$ cat src/rtl/xbar_pkg.sv
// xbar_pkg: shared definitions for the crossbar burst scheduler.
//   state_e      : scheduler FSM states (IDLE, XFER)
//   XBAR_*       : default NUM_REQ / LEN_WIDTH / AGE_WIDTH
//   xbar_log2()  : ceil(log2(n)) for id widths and tree depth
package xbar_pkg;

  localparam int XBAR_NUM_REQ   = 8;
  localparam int XBAR_LEN_WIDTH = 10;
  localparam int XBAR_AGE_WIDTH = 4;

  typedef enum logic {
    IDLE = 1'b0,
    XFER = 1'b1
  } state_e;

  function automatic int xbar_log2(input int n);
    int r;
    r = 0;
    while ((1 << r) < n) r++;
    return r;
  endfunction

endpackage

$ cat src/rtl/xbar_scheduler_if.sv
// xbar_scheduler_if: request / grant / beat bundle of the scheduler.
//   req_valid, req_len, req_privil, req_dst : per-requester requests (packed)
//   fifo_state                              : destination FIFO full flags
//   gnt, gnt_id, dst_sel, beat_en, done, abort : scheduler outputs
// master = request source (bench / upstream), slave = scheduler.
interface xbar_scheduler_if
  import xbar_pkg::*;
#(
  parameter int NUM_REQ   = XBAR_NUM_REQ,
  parameter int LEN_WIDTH = XBAR_LEN_WIDTH,
  parameter int ID_WIDTH  = xbar_log2(NUM_REQ)
) ();

  logic [NUM_REQ-1:0]           req_valid;
  logic [NUM_REQ*LEN_WIDTH-1:0] req_len;
  logic [NUM_REQ-1:0]           req_privil;
  logic [NUM_REQ*ID_WIDTH-1:0]  req_dst;
  logic [NUM_REQ-1:0]           fifo_state;
  logic [NUM_REQ-1:0]           gnt;
  logic [ID_WIDTH-1:0]          gnt_id;
  logic [NUM_REQ-1:0]           dst_sel;
  logic                         beat_en;
  logic                         done;
  logic                         abort;

  modport master (
    output req_valid, req_len, req_privil, req_dst, fifo_state,
    input  gnt, gnt_id, dst_sel, beat_en, done, abort
  );

  modport slave (
    input  req_valid, req_len, req_privil, req_dst, fifo_state,
    output gnt, gnt_id, dst_sel, beat_en, done, abort
  );

endinterface

$ cat src/rtl/xbar_arb_tree.sv
// xbar_arb_tree: log2(NUM_REQ)-level combinational max-select tree.
//   key[i]  : priority key of requester i ({eligible, privileged, len})
//   win_key : key of the overall winner
//   win_id  : index of the overall winner
// Node j of a level compares children 2j (lo) and 2j+1 (hi), so a full
// key tie always propagates the higher index.
module xbar_arb_tree
  import xbar_pkg::*;
#(
  parameter int NUM_REQ = XBAR_NUM_REQ,
  parameter int KW      = XBAR_LEN_WIDTH + 2,
  parameter int IW      = xbar_log2(NUM_REQ)
) (
  input  logic [NUM_REQ-1:0][KW-1:0] key,
  output logic [KW-1:0]              win_key,
  output logic [IW-1:0]              win_id
);

  localparam int LVLS = xbar_log2(NUM_REQ);

  for (genvar l = 0; l <= LVLS; l++) begin : g_lvl
    localparam int N = NUM_REQ >> l;
    logic [N-1:0][KW-1:0] k;
    logic [N-1:0][IW-1:0] id;
    if (l == 0) begin : g_leaf
      for (genvar j = 0; j < N; j++) begin : g_n
        assign k[j]  = key[j];
        assign id[j] = IW'(j);
      end
    end else begin : g_node
      for (genvar j = 0; j < N; j++) begin : g_n
        xbar_cmp #(.KW(KW), .IW(IW)) u_cmp (
          .lo_key (g_lvl[l-1].k[2*j]),
          .lo_id  (g_lvl[l-1].id[2*j]),
          .hi_key (g_lvl[l-1].k[2*j+1]),
          .hi_id  (g_lvl[l-1].id[2*j+1]),
          .win_key(k[j]),
          .win_id (id[j])
        );
      end
    end
  end

  assign win_key = g_lvl[LVLS].k[0];
  assign win_id  = g_lvl[LVLS].id[0];

endmodule

$ cat src/rtl/xbar_cmp.sv
// xbar_cmp: two-input max-select on a packed priority key.
//   lo_key/lo_id : candidate with the lower index
//   hi_key/hi_id : candidate with the higher index
//   win_key/win_id : larger key; equal keys resolve to the hi candidate
module xbar_cmp #(
  parameter int KW = 12,
  parameter int IW = 3
) (
  input  logic [KW-1:0] lo_key,
  input  logic [IW-1:0] lo_id,
  input  logic [KW-1:0] hi_key,
  input  logic [IW-1:0] hi_id,
  output logic [KW-1:0] win_key,
  output logic [IW-1:0] win_id
);

  always_comb begin
    win_key = lo_key;
    win_id  = lo_id;
    if (hi_key >= lo_key) begin
      win_key = hi_key;
      win_id  = hi_id;
    end
  end

endmodule

$ cat src/rtl/xbar_scheduler.sv
// xbar_scheduler: picks one requester at a time and streams its burst
// to a destination port, one beat per cycle while the FIFO has room.
//   clk  : clock, rising edge
//   rst  : asynchronous active-high reset
//   bus  : xbar_scheduler_if.slave (requests in; gnt/gnt_id/dst_sel/
//          beat_en/done/abort out)
// Optional: define XBAR_SCHED_AGING_EN to add per-requester saturating
// age counters; a saturated counter makes that requester privileged.
module xbar_scheduler
  import xbar_pkg::*;
#(
  parameter int NUM_REQ   = XBAR_NUM_REQ,
  parameter int LEN_WIDTH = XBAR_LEN_WIDTH,
  parameter int ID_WIDTH  = xbar_log2(NUM_REQ),
  parameter int AGE_WIDTH = XBAR_AGE_WIDTH
) (
  input logic              clk,
  input logic              rst,
  xbar_scheduler_if.slave  bus
);

  localparam int KW = LEN_WIDTH + 2;

  logic [NUM_REQ-1:0]          elig;
  logic [NUM_REQ-1:0]          priv_eff;
  logic [NUM_REQ-1:0][KW-1:0]  key;
  logic [KW-1:0]               win_key;
  logic [ID_WIDTH-1:0]         win_id;
  logic                        win_priv_unused;
  logic                        grant_ev;
  logic                        win_valid;

  state_e                state_q, state_d;
  logic [ID_WIDTH-1:0]   gid_q, gid_d;
  logic [ID_WIDTH-1:0]   dst_q, dst_d;
  logic [LEN_WIDTH-1:0]  rem_q, rem_d;

  // Key ordering {eligible, privileged, len} gives the whole selection
  // rule as a single unsigned compare.
  always_comb begin
    for (int i = 0; i < NUM_REQ; i++) begin
      elig[i] = bus.req_valid[i] && (bus.req_len[i*LEN_WIDTH +: LEN_WIDTH] != '0);
      key[i]  = {elig[i], priv_eff[i], bus.req_len[i*LEN_WIDTH +: LEN_WIDTH]};
    end
  end

  xbar_arb_tree #(.NUM_REQ(NUM_REQ), .KW(KW), .IW(ID_WIDTH)) u_tree (
    .key    (key),
    .win_key(win_key),
    .win_id (win_id)
  );

  assign win_priv_unused = win_key[KW-2];

`ifdef XBAR_SCHED_AGING_EN
  logic [NUM_REQ-1:0][AGE_WIDTH-1:0] age_q, age_d;

  always_comb begin
    for (int i = 0; i < NUM_REQ; i++) priv_eff[i] = bus.req_privil[i] | (&age_q[i]);
  end

  always_comb begin
    age_d = age_q;
    if (grant_ev) begin
      for (int i = 0; i < NUM_REQ; i++) begin
        if (ID_WIDTH'(i) == win_id)          age_d[i] = '0;
        else if (elig[i] && !(&age_q[i]))    age_d[i] = age_q[i] + 1'b1;
      end
    end
  end

  always_ff @(posedge clk or posedge rst) begin
    if (rst) age_q <= '0;
    else     age_q <= age_d;
  end
`else
  localparam int age_width_unused = AGE_WIDTH;
  assign priv_eff = bus.req_privil;
`endif

  // Outputs are decoded from state only (plus live valid/full), so an
  // asynchronous reset of state_q forces them all low at once.
  always_comb begin
    state_d     = state_q;
    gid_d       = gid_q;
    dst_d       = dst_q;
    rem_d       = rem_q;
    grant_ev    = 1'b0;
    bus.gnt     = '0;
    bus.gnt_id  = '0;
    bus.dst_sel = '0;
    bus.beat_en = 1'b0;
    bus.done    = 1'b0;
    bus.abort   = 1'b0;
    win_valid   = bus.req_valid[gid_q];
    case (state_q)
      IDLE: begin
        if (win_key[KW-1]) begin
          grant_ev = 1'b1;
          state_d  = XFER;
          gid_d    = win_id;
          rem_d    = win_key[LEN_WIDTH-1:0];
          dst_d    = bus.req_dst[win_id*ID_WIDTH +: ID_WIDTH];
        end
      end
      XFER: begin
        bus.gnt[gid_q] = 1'b1;
        bus.gnt_id     = gid_q;
        // A dropped valid wins over a beat in the same cycle.
        if (!win_valid) begin
          bus.done  = 1'b1;
          bus.abort = 1'b1;
          state_d   = IDLE;
        end else if (!bus.fifo_state[dst_q]) begin
          bus.beat_en        = 1'b1;
          bus.dst_sel[dst_q] = 1'b1;
          rem_d              = rem_q - 1'b1;
          if (rem_q == LEN_WIDTH'(1)) begin
            bus.done = 1'b1;
            state_d  = IDLE;
          end
        end
      end
      default: state_d = IDLE;
    endcase
  end

  always_ff @(posedge clk or posedge rst) begin
    if (rst) begin
      state_q <= IDLE;
      gid_q   <= '0;
      dst_q   <= '0;
      rem_q   <= '0;
    end else begin
      state_q <= state_d;
      gid_q   <= gid_d;
      dst_q   <= dst_d;
      rem_q   <= rem_d;
    end
  end

endmodule

$ cat src/flat_wrapper.sv
// flat-port wrapper written by rule: the top's interface ports become plain ports
module xbar_scheduler_flat import xbar_pkg::*;
#(
  parameter int NUM_REQ   = XBAR_NUM_REQ,
  parameter int LEN_WIDTH = XBAR_LEN_WIDTH,
  parameter int ID_WIDTH  = xbar_log2(NUM_REQ),
  parameter int AGE_WIDTH = XBAR_AGE_WIDTH
)
  (clk, rst, bus_req_valid, bus_req_len, bus_req_privil, bus_req_dst, bus_fifo_state, bus_gnt, bus_gnt_id, bus_dst_sel, bus_beat_en, bus_done, bus_abort);
  xbar_scheduler_if #(.NUM_REQ(NUM_REQ), .LEN_WIDTH(LEN_WIDTH), .ID_WIDTH(ID_WIDTH)) bus_i ();
  input logic clk;
  input logic rst;
  input wire logic [$bits(bus_i.req_valid)-1:0] bus_req_valid;
  input wire logic [$bits(bus_i.req_len)-1:0] bus_req_len;
  input wire logic [$bits(bus_i.req_privil)-1:0] bus_req_privil;
  input wire logic [$bits(bus_i.req_dst)-1:0] bus_req_dst;
  input wire logic [$bits(bus_i.fifo_state)-1:0] bus_fifo_state;
  output wire logic [$bits(bus_i.gnt)-1:0] bus_gnt;
  output wire logic [$bits(bus_i.gnt_id)-1:0] bus_gnt_id;
  output wire logic [$bits(bus_i.dst_sel)-1:0] bus_dst_sel;
  output wire logic [$bits(bus_i.beat_en)-1:0] bus_beat_en;
  output wire logic [$bits(bus_i.done)-1:0] bus_done;
  output wire logic [$bits(bus_i.abort)-1:0] bus_abort;
  assign bus_i.req_valid = bus_req_valid;
  assign bus_i.req_len = bus_req_len;
  assign bus_i.req_privil = bus_req_privil;
  assign bus_i.req_dst = bus_req_dst;
  assign bus_i.fifo_state = bus_fifo_state;
  assign bus_gnt = bus_i.gnt;
  assign bus_gnt_id = bus_i.gnt_id;
  assign bus_dst_sel = bus_i.dst_sel;
  assign bus_beat_en = bus_i.beat_en;
  assign bus_done = bus_i.done;
  assign bus_abort = bus_i.abort;
  xbar_scheduler #(.NUM_REQ(NUM_REQ), .LEN_WIDTH(LEN_WIDTH), .ID_WIDTH(ID_WIDTH), .AGE_WIDTH(AGE_WIDTH)) u_core (.clk(clk), .rst(rst), .bus(bus_i));
endmodule
$ cat config.mk
export PLATFORM = sky130hd
export DESIGN_NAME = xbar_scheduler_flat
export DESIGN_NICKNAME = d
export VERILOG_FILES = /design/src/rtl/xbar_pkg.sv /design/src/rtl/xbar_scheduler_if.sv /design/src/rtl/xbar_arb_tree.sv /design/src/rtl/xbar_cmp.sv /design/src/rtl/xbar_scheduler.sv /design/src/flat_wrapper.sv
export SDC_FILE = /design/constraint.sdc
export NUM_CORES = 1
export LEC_CHECK = 0
export ABC_CLOCK_PERIOD_IN_PS = 5600
export CORE_ASPECT_RATIO = 1.5
export CORE_MARGIN = 2
export CORE_UTILIZATION = 35
export DETAILED_ROUTE_END_ITERATION = 16
export GPL_TIMING_DRIVEN = 0
export MAX_ROUTING_LAYER = met4
export PLACE_DENSITY = 0.73
export SETUP_SLACK_MARGIN = 0.2
export SKIP_LAST_GASP = 1
export SYNTH_ARGS = -nofsm -noshare
export SYNTH_HDL_FRONTEND = slang
export SYNTH_SLANG_ARGS = --single-unit
$ cat constraint.sdc
create_clock -name clk -period 5.6 [get_ports clk]
set_input_delay 1.12 -clock clk [delete_from_list [all_inputs] [get_ports clk]]
set_output_delay 1.12 -clock clk [all_outputs]
set_load 0.01 [all_outputs]
==> metrics.txt <==
DR DRC count 0; CP endpoint kind register; number of max-cap violations 0; Yosys reg bits 17; crit-path max cell delay 0.46 ns; total clock sinks 17; die area around 0.014 mm²; clk buf depth 2; Via-to-Cell Ratio between 5 and 6; RSZ-0062 raised after global routing true; share of cells above drive strength 1 between 20% and 30%; final worst slack -1.815 ns; clk_skew between 0.0015 and 0.002 ns; post-synthesis cell type count between 60 and 70; ant diodes 0; Initial DRC Count 283; Die W ~100 µm; global placement routability congestion about 0.90; simple-gate share of the synthesized area roughly 17%; fin. max-slew vios 0; Mapped Cells a little under 600; Total GRT Usage between 20 and 25%; crit path DAT roughly 7.6 ns; most frequent cells in the layout clkdlybuf4s50_1, inv_1, ha_1; Worst Hold Class reg2reg; I/O pins between 150 and 200; Flop pwr share a little under a tenth; violated checks negative setup slack; Initial Util ~36%; DR vias roughly 5700; largest net degree at the start of global routing 18; Crit Path Category in2reg; CTS tree built; dpl cell area about 0.0064 mm²; worst slew pin tran 0.6729 ns; final net count around 1000; I/O Buffers about 150; Synth async-reset ratio 100.0%; Crit Path Max Fanout 5; Max transition margin a little under three fifths; fillcell total 1060; final worst-path cycle share 132.4%; Sw Ratio 46.38%; critical path startpoint category primary input; Root Driver clkbuf_16; final WL between 15 and 20 mm; Logic pwr share between 80% and 90%; mapped cell area between 0.004 and 0.005 mm²; PD cells 324.0 mW/mm²; gr ovfl total 0; Num CTS Buffers 3; Avg Inst Size Synth slightly below 8 µm²; average wire per cell in the routed design between 15 and 20 µm; Net Count, Synth 800; Clk pin slew, worst setup/hold paths 0.05 ns; sequential fraction of the synthesis area 9.204%; hpwl dp ~13 mm; power share of the clock group 5.6%; clock latency on the worst-skew pair roughly 0.25 ns; Max rail drop VDD between 0.00015 and 0.0002 V; CORE AREA around 0.013 mm²; outcome complete, but fails checks; first-pass GRT wire length approximately 26 mm; Int Power around 1.4 mW; adder-cell share of the synthesized area a little under a quarter; First-pass DRT Iterations 5; min Tclk post-route about 7.4 ns; Lkg Pwr ~3.7 nW; mux cell area share after synthesis 17.14%; synth warn 0; Post-DRT Antenna Nets 0; die height approximately 140 µm; fmax approximately 0.13 GHz; final hold violation count 0; most common cell after layout, fill and taps aside clkdlybuf4s50_1; Post-synth EDFFs 0; largest family of logic cells by synthesized area compound AO/OA/AOI/OAI gates; XOR/XNOR share of the synthesized area 0%; Compound-Gate Fraction of Synth Area between 20% and 30%; crit path max-delay cell type clkdlybuf4s50_1; Design Area, Final between 0.007 and 0.008 mm²; # H-tree levels 1; Post-Route Setup TNS -27.99 ns; CP required around 5.7 ns; initial antenna violation count 0; Finish-stage setup viols 17; Layout area overhead 70.28%; vias in the first global route 5664; Top FF cell, synth dfrtp_1; Net Switching 1.183 mW; Rows 51
-- final cells by class --
class,count,area (µm²),share of cell area [%]
Multi-Input combinational cell,460,4481,56.93
Clock buffer,4,78.83,1.002
Tap cell,159,198.9,2.528
Inverter,89,334.1,4.245
Buffer,18,161.4,2.051
Timing Repair Buffer,230,2191,27.84
Sequential cell,17,425.4,5.405
-- cells by family after synthesis --
family,count (synthesis)
and+or+nand+nor,156
adders and majority gates,86
buffers and inverters,107
muxes,65
AOI/OAI and AO/OA,153
DFF,17
-- flip-flops by register name, indices dropped and copies added (netlist names) --
register	count
u_core.gid_q	3
u_core.rem_q	10
u_core.dst_q	3
u_core.state_q	1
-- final timing paths --
check                           startpoint         endpoint  slack (ns)  depth (start not counted)
setup / recovery           bus_req_len[24]  u_core.dst_q[0]       -1.82                         30
max in group asynchronous              rst  u_core.rem_q[2]        3.89                          2
hold reg to reg            u_core.rem_q[7]  u_core.rem_q[7]        0.49                          1
min in group asynchronous              rst  u_core.dst_q[0]        1.28                          2
setup reg to reg           u_core.dst_q[0]  u_core.rem_q[2]        2.88                         10
hold / removal             u_core.rem_q[7]  u_core.rem_q[7]        0.49                          1
-- power groups by stage --
stage	sequential [mW]	clock [mW]	combinational, mW
after floorplan	0.230	0	1.08
after global placement	0.241	0	1.54
after detailed placement	0.243	0	1.55
after CTS	0.241	0.145	1.84
after global routing	0.254	0.152	2.30
final	0.246	0.143	2.16
-- metal layers --
metal	GRT usage, %	share of wire, %	vias up
met4	10.67	6.4	0
met3	2.546	5.7	93
li1	-	-	2634
met1	23.15	35	2689
met2	44.52	53	274
met5	-	0	-
-- cell usage after synthesis (all sizes together), types with 9 or more instances --
cell type / count / area [µm²]
a21o: 18 / 135.1
a21oi: 39 / 198.9
buf: 9 / 63.81
clkbuf: 9 / 33.78
dfrtp: 17 / 425.4
ha: 86 / 1076
inv: 89 / 334.1
mux2i: 50 / 529.3
nand2: 39 / 148.9
nand3: 11 / 55.05
nand4: 11 / 75.07
nor2: 29 / 108.9
nor3: 25 / 125.1
nor4: 13 / 81.33
o21ai: 33 / 168.9
-- critical path: cells and delay by family --
kind / cells / cell delay (ns)
AOI/OAI and AO/OA: 11 / 2.38
buffers and inverters: 8 / 1.48
muxes: 3 / 0.89
adders and majority gates: 3 / 0.89
and+or+nand+nor: 5 / 0.75
-- timing repair --
item,4_1_cts,5_1_grt
setup buffers,59,14
pin swaps,37,33
resized for setup,130,94
cloned,5,1
hold buffers,0,0
setup endpoints to repair,17,17
-- stage by stage --
step           hold slack [ns]  setup slack [ns]  power, mW  cells  util [%]
3_3_place_gp            0.4676            -3.338      1.777    894     49.31
4_1_cts                 0.4890            -1.558      2.226    962     56.84
6_report                0.4930            -1.815      2.550    977     60.76
2_1_floorplan           0.4573            -1.856      1.313    584         -
3_5_place_dp            0.4775            -3.362      1.795    894     49.31
5_1_grt                 0.5299            -2.053      2.708    977     60.76
No activity file was read; power rests on OpenSTA's default activity.
